<file path="config.mk">
export PLATFORM = sky130hd
export DESIGN_NAME = seq_det_ctrl
export DESIGN_NICKNAME = d
export VERILOG_FILES = /design/src/rtl/seq_det_ctrl.sv
export SDC_FILE = /design/constraint.sdc
export NUM_CORES = 1
export LEC_CHECK = 0
export ABC_AREA = 1
export CORE_ASPECT_RATIO = 1.4
export CORE_MARGIN = 10
export CORE_UTILIZATION = 43
export CTS_CLUSTER_SIZE = 28
export DETAILED_ROUTE_END_ITERATION = 8
export PLACE_DENSITY = 0.67
export SYNTH_ARGS = -nofsm -noshare
export SYNTH_HDL_FRONTEND = slang
export SYNTH_SLANG_ARGS = --single-unit
</file>
<file path="constraint.sdc">
create_clock -name clk -period 2.3 [get_ports clk]
set_input_delay 0.575 -clock clk [delete_from_list [all_inputs] [get_ports clk]]
set_output_delay 0.575 -clock clk [all_outputs]
set_load 0.02 [all_outputs]
</file>
<file path="src/rtl/seq_det_ctrl.sv">
// Run controller around a programmable Mealy serial sequence detector.
// Holds the pattern config, gates the serial input during a run, counts matches and reports completion.
module seq_det_ctrl #(
  parameter int PAT_W = 4,
  parameter int LEN_W = 3,
  parameter int CNT_W = 8,
  parameter int WIN_W = 8
) (
  input  logic             clk,
  input  logic             reset,
  input  logic             cfg_we,
  input  logic [PAT_W-1:0] cfg_pattern,
  input  logic [LEN_W-1:0] cfg_len,
  input  logic             cfg_overlap,
  input  logic [WIN_W-1:0] cfg_window,
  input  logic             start,
  input  logic             abort,
  input  logic             din,
  input  logic             din_valid,
  output logic             match,
  output logic [CNT_W-1:0] match_count,
  output logic             busy,
  output logic             done
);

  localparam logic [1:0] S_IDLE = 2'd0;
  localparam logic [1:0] S_RUN  = 2'd1;
  localparam logic [1:0] S_DONE = 2'd2;

  logic [1:0]       r_state;
  logic [PAT_W-1:0] r_pat;
  logic [LEN_W-1:0] r_len;
  logic             r_ovl;
  logic [WIN_W-1:0] r_win;
  logic [PAT_W-2:0] r_hist;
  logic [LEN_W-1:0] r_fill;
  logic [WIN_W-1:0] r_bits;
  logic [CNT_W-1:0] r_cnt;

  logic             w_accept;
  logic [PAT_W-1:0] w_seq;
  logic [PAT_W-1:0] w_mask;
  logic             w_fill_ok;
  logic             w_match;
  logic [WIN_W-1:0] w_bits_nxt;
  logic             w_win_hit;
  logic [LEN_W-1:0] w_fill_nxt;

  // Out-of-range lengths fall back to the full pattern width.
  function automatic logic [LEN_W-1:0] clamp_len(input logic [LEN_W-1:0] len);
    if ((len < LEN_W'(2)) || (len > LEN_W'(PAT_W))) begin
      clamp_len = LEN_W'(PAT_W);
    end else begin
      clamp_len = len;
    end
  endfunction

  // Match decode, window detection and next-value helpers.
  always_comb begin
    w_accept   = 1'b0;
    w_seq      = '0;
    w_mask     = '0;
    w_fill_ok  = 1'b0;
    w_match    = 1'b0;
    w_bits_nxt = '0;
    w_win_hit  = 1'b0;
    w_fill_nxt = '0;
    w_accept   = (r_state == S_RUN) && din_valid;
    w_seq      = {r_hist, din};
    // Wraps to all-ones when r_len == PAT_W.
    w_mask     = (PAT_W'(1) << r_len) - PAT_W'(1);
    w_fill_ok  = (r_fill >= (r_len - LEN_W'(1)));
    w_match    = w_accept && w_fill_ok && (((w_seq ^ r_pat) & w_mask) == '0);
    w_bits_nxt = r_bits + WIN_W'(1);
    w_win_hit  = w_accept && (r_win != '0) && (w_bits_nxt == r_win);
    if (r_fill == LEN_W'(PAT_W - 1)) begin
      w_fill_nxt = r_fill;
    end else begin
      w_fill_nxt = r_fill + LEN_W'(1);
    end
  end

  // Run-control FSM.
  always_ff @(posedge clk or negedge reset) begin
    if (!reset) begin
      r_state <= S_IDLE;
    end else begin
      case (r_state)
        S_IDLE: begin
          if (start) r_state <= S_RUN;
          else       r_state <= S_IDLE;
        end
        S_RUN: begin
          if (abort || w_win_hit) r_state <= S_DONE;
          else                    r_state <= S_RUN;
        end
        S_DONE:  r_state <= S_IDLE;
        default: r_state <= S_IDLE;
      endcase
    end
  end

  // Configuration registers, writable only outside a run.
  always_ff @(posedge clk or negedge reset) begin
    if (!reset) begin
      r_pat <= PAT_W'(4'b1001);
      r_len <= LEN_W'(PAT_W);
      r_ovl <= 1'b0;
      r_win <= '0;
    end else if (cfg_we && (r_state != S_RUN)) begin
      r_pat <= cfg_pattern;
      r_len <= clamp_len(cfg_len);
      r_ovl <= cfg_overlap;
      r_win <= cfg_window;
    end else begin
      r_pat <= r_pat;
      r_len <= r_len;
      r_ovl <= r_ovl;
      r_win <= r_win;
    end
  end

  // Detector history, fill level, window bit count and match counter.
  always_ff @(posedge clk or negedge reset) begin
    if (!reset) begin
      r_hist <= '0;
      r_fill <= '0;
      r_bits <= '0;
      r_cnt  <= '0;
    end else if ((r_state == S_IDLE) && start) begin
      r_hist <= '0;
      r_fill <= '0;
      r_bits <= '0;
      r_cnt  <= '0;
    end else if (w_accept) begin
      r_bits <= w_bits_nxt;
      if (w_match && (r_cnt != '1)) begin
        r_cnt <= r_cnt + CNT_W'(1);
      end else begin
        r_cnt <= r_cnt;
      end
      // Non-overlapping mode must not reuse any bit of a completed match.
      if (w_match && !r_ovl) begin
        r_hist <= '0;
        r_fill <= '0;
      end else begin
        r_hist <= w_seq[PAT_W-2:0];
        r_fill <= w_fill_nxt;
      end
    end else begin
      r_hist <= r_hist;
      r_fill <= r_fill;
      r_bits <= r_bits;
      r_cnt  <= r_cnt;
    end
  end

  assign match       = w_match;
  assign match_count = r_cnt;
  assign busy        = (r_state == S_RUN);
  assign done        = (r_state == S_DONE);

endmodule

</file>
==> out/summary.txt <==
Dpl hpwl - 4.130 mm
Worst setup margin - -0.2314 ns
Pins over their slew limit - 0
# rows - 32
Clock root cell - clkbuf_8
Worst setup path category - reg2out
Clock latency on the worst-skew pair - 0.29 ns
Worst setup SP type - flip-flop
Filler cells - 496
Tmin final - 2.531 ns
Total CTS buffers - 5
Failing checks - negative setup slack
Die height - 109.3 microns
GRT Overall Usage - 12.04%
Syn_nets - 353
Placer Congestion - 0.8153
Fin cells - 455
Die width - 83.76 microns
Worst Hold Class - in2async
Slew @ Worst Pin - 0.5210 ns
Vias in the first global route - 2,190
Top-Level Pins - 34
Hold Worst Slack - 0.3252 ns
Post-Synthesis Cells - 317
First-pass GRT wire length - 9.390 mm
Final ANT Viol Nets - 0
Status - complete, but fails checks
Starting Density - 44.29%
PortBufs - 33
Post-route core utilization - 59.69%
Via count - 2,220
# diodes - 0
CTS tree - yes
Commonest non-fill, non-tap cell in the layout - nand2_1
Die area - 0.009152 sq mm
Largest net degree at the start of global routing - 41
CP Max Fanout - 4
Synth warnings - 0
Worst ir drop on vdd - 518.4 uV
H-tree levels - 2
Layout cells sized above 1 - 22.74%
Most frequent cells in the layout - nand2_1 (92), dfrtp_1 (37), inv_1 (35)
Synth cell types - 31
Clock Skew - 0.005610 ns
Crit path to - match
Via density - 4.879
CP startpoint - r_len[0]$_DFFE_PN0P_
RSZ-0062 raised after global routing - true
R2r endpoint - r_fill[1]$_DFFE_PN0P_
Synthesized area per cell - 7.720 sq um
Register bit total from synthesis - 40
CTS sink cnt - 40
Grt ovf - 0
CP arrival - 1.96 ns
Slew margin rel. - 65.27%
Cell Area, Synth - 0.002447 sq mm
Avg WL per Cell - 11.92 microns
Sum Neg Setup Slack - -0.2314 ns
DR iter-0 viols - 66
FF-to-FF Start - r_len[0]$_DFFE_PN0P_
Setup slack, reg-to-reg - 0.16 ns
Req. time, crit path - 1.73 ns
Final setup viols - 1
Deepest clock path buffer count - 2
Pleak - 0.001638 uW
Placed cells - 441
Core footprint - 0.005525 sq mm
WL final - 5.424 mm
Initial antenna violation count - 0
# DRC - 0
Clk slew on worst S/H paths - 0.08 ns
Max Cap Viol - 0
Worst-case reg-to-reg path depth - 13
Final period util - 110.1%
Area Overhead vs Synth - 34.76%
Final hold vios - 0
Power Dens Cells - 995.3 mW/mm^2
Hold-fix buffers, CTS - 0
Post-synthesis sequential area ratio - 41.05%
Final layout net count - 422
Worst Setup End Kind - primary output
Peak Freq - 395.0 MHz
Detailed Routing Iterations Pass 1 - 4
[critical path, stage by stage (launching register included)]
cell and delay [ns]:
dfrtp_1 0.39, inv_2 0.11, ha_2 0.30, ha_4 0.27
and3_4 0.18, nor2_2 0.04, nor2_2 0.10, inv_2 0.07
nor2_8 0.09, buf_6 0.12
[what timing repair did]
| action | CTS | global route |
|---|---|---|
| pin swaps | 5 | 7 |
| buffers inserted | 2 | 4 |
| resized for setup | 13 | 17 |
| setup endpoints to repair | 1 | 5 |
[metal layers]
layer / global-route usage, % / wire length, microns / vias to the layer above
met5: 0 / 0 / -
met4: 5.396 / 89 / 0
met3: 2.985 / 288 / 7
met2: 22.01 / 2715 / 46
met1: 12.82 / 2331 / 1017
li1: - / - / 1150
[flip-flops by register name (all words and copies together) (netlist names), 2 cells and up]
register / flops
match_count: 8
r_hist: 3
r_state: 2
r_len: 3
r_win: 8
r_bits: 8
r_pat: 4
r_fill: 3
[Yosys cell counts (all sizes together)]
master	count	area, sq um
o21bai	1	7.510
xor2	5	43.79
dfstp	3	78.83
nand4	3	25.02
clkbuf	2	7.510
nor3	2	10.01
nand3	34	185.2
ha	13	162.7
o21ai	21	116.4
a31oi	2	12.51
o22ai	3	18.77
nand2	106	454.2
nor3b	1	7.510
xnor2	3	26.28
nor2	32	152.7
dfrtp	37	925.9
a21oi	7	50.05
inv	41	156.4
and3	1	6.260
[where the power goes]
group          switching [uW]  internal (uW)  leakage (uW)
combinational             867            763       0.00107
clock                     254            322     0.0000552
sequential                169            909      0.000515
total                    1290           1990       0.00164
[kinds of logic (layout without fill, tap and decap cells)]
kind of cell    Yosys count  count (layout)  share of synthesized area [%]
buf+inv                  43             113                          6.698
compound gates           34              34                          8.385
fa+ha+maj                13              13                          6.646
xor+xnor                  8               8                          2.863
simple gates            179             179                          34.36
flops                    40              40                          41.05
[through the flow]
stage | power [uW] | area (sq um) | worst slack, ns
finish | 3283 | 3298 | -0.2314
floorplan | 1968 | 2447 | 0.04989
global placement | 2461 | 3038 | -0.5180
detailed placement | 2512 | 3038 | -0.5225
CTS | 3149 | 3186 | -0.2715
global route | 3556 | 3298 | -0.3186
[cell type report]
type	instances	area, sq um	share of cell area, %
clock inverter	2	35.03	1.062
inverter	41	156.4	4.742
tap	68	85.08	2.580
timing repair buffer	64	561.8	17.03
clock buffer	6	72.57	2.200
sequential	40	1005	30.46
multi-input combinational	234	1383	41.92
[how the worst min path moves through the flow]
| stage | start | slack (ns) | end |
|---|---|---|---|
| after floorplan | reset | 0.28 | match_count[0]$_DFFE_PN0P_ |
| after global placement | r_pat[3]$_DFFE_PN1P_ | 0.48 | r_pat[3]$_DFFE_PN1P_ |
| after detailed placement | r_pat[3]$_DFFE_PN1P_ | 0.49 | r_pat[3]$_DFFE_PN1P_ |
| after CTS | reset | 0.36 | r_fill[2]$_DFFE_PN0P_ |
| after global routing | reset | 0.39 | match_count[4]$_DFFE_PN0P_ |
| final | reset | 0.33 | r_fill[0]$_DFFE_PN0P_ |
Note: power is estimated with default switching activity, not from simulation.
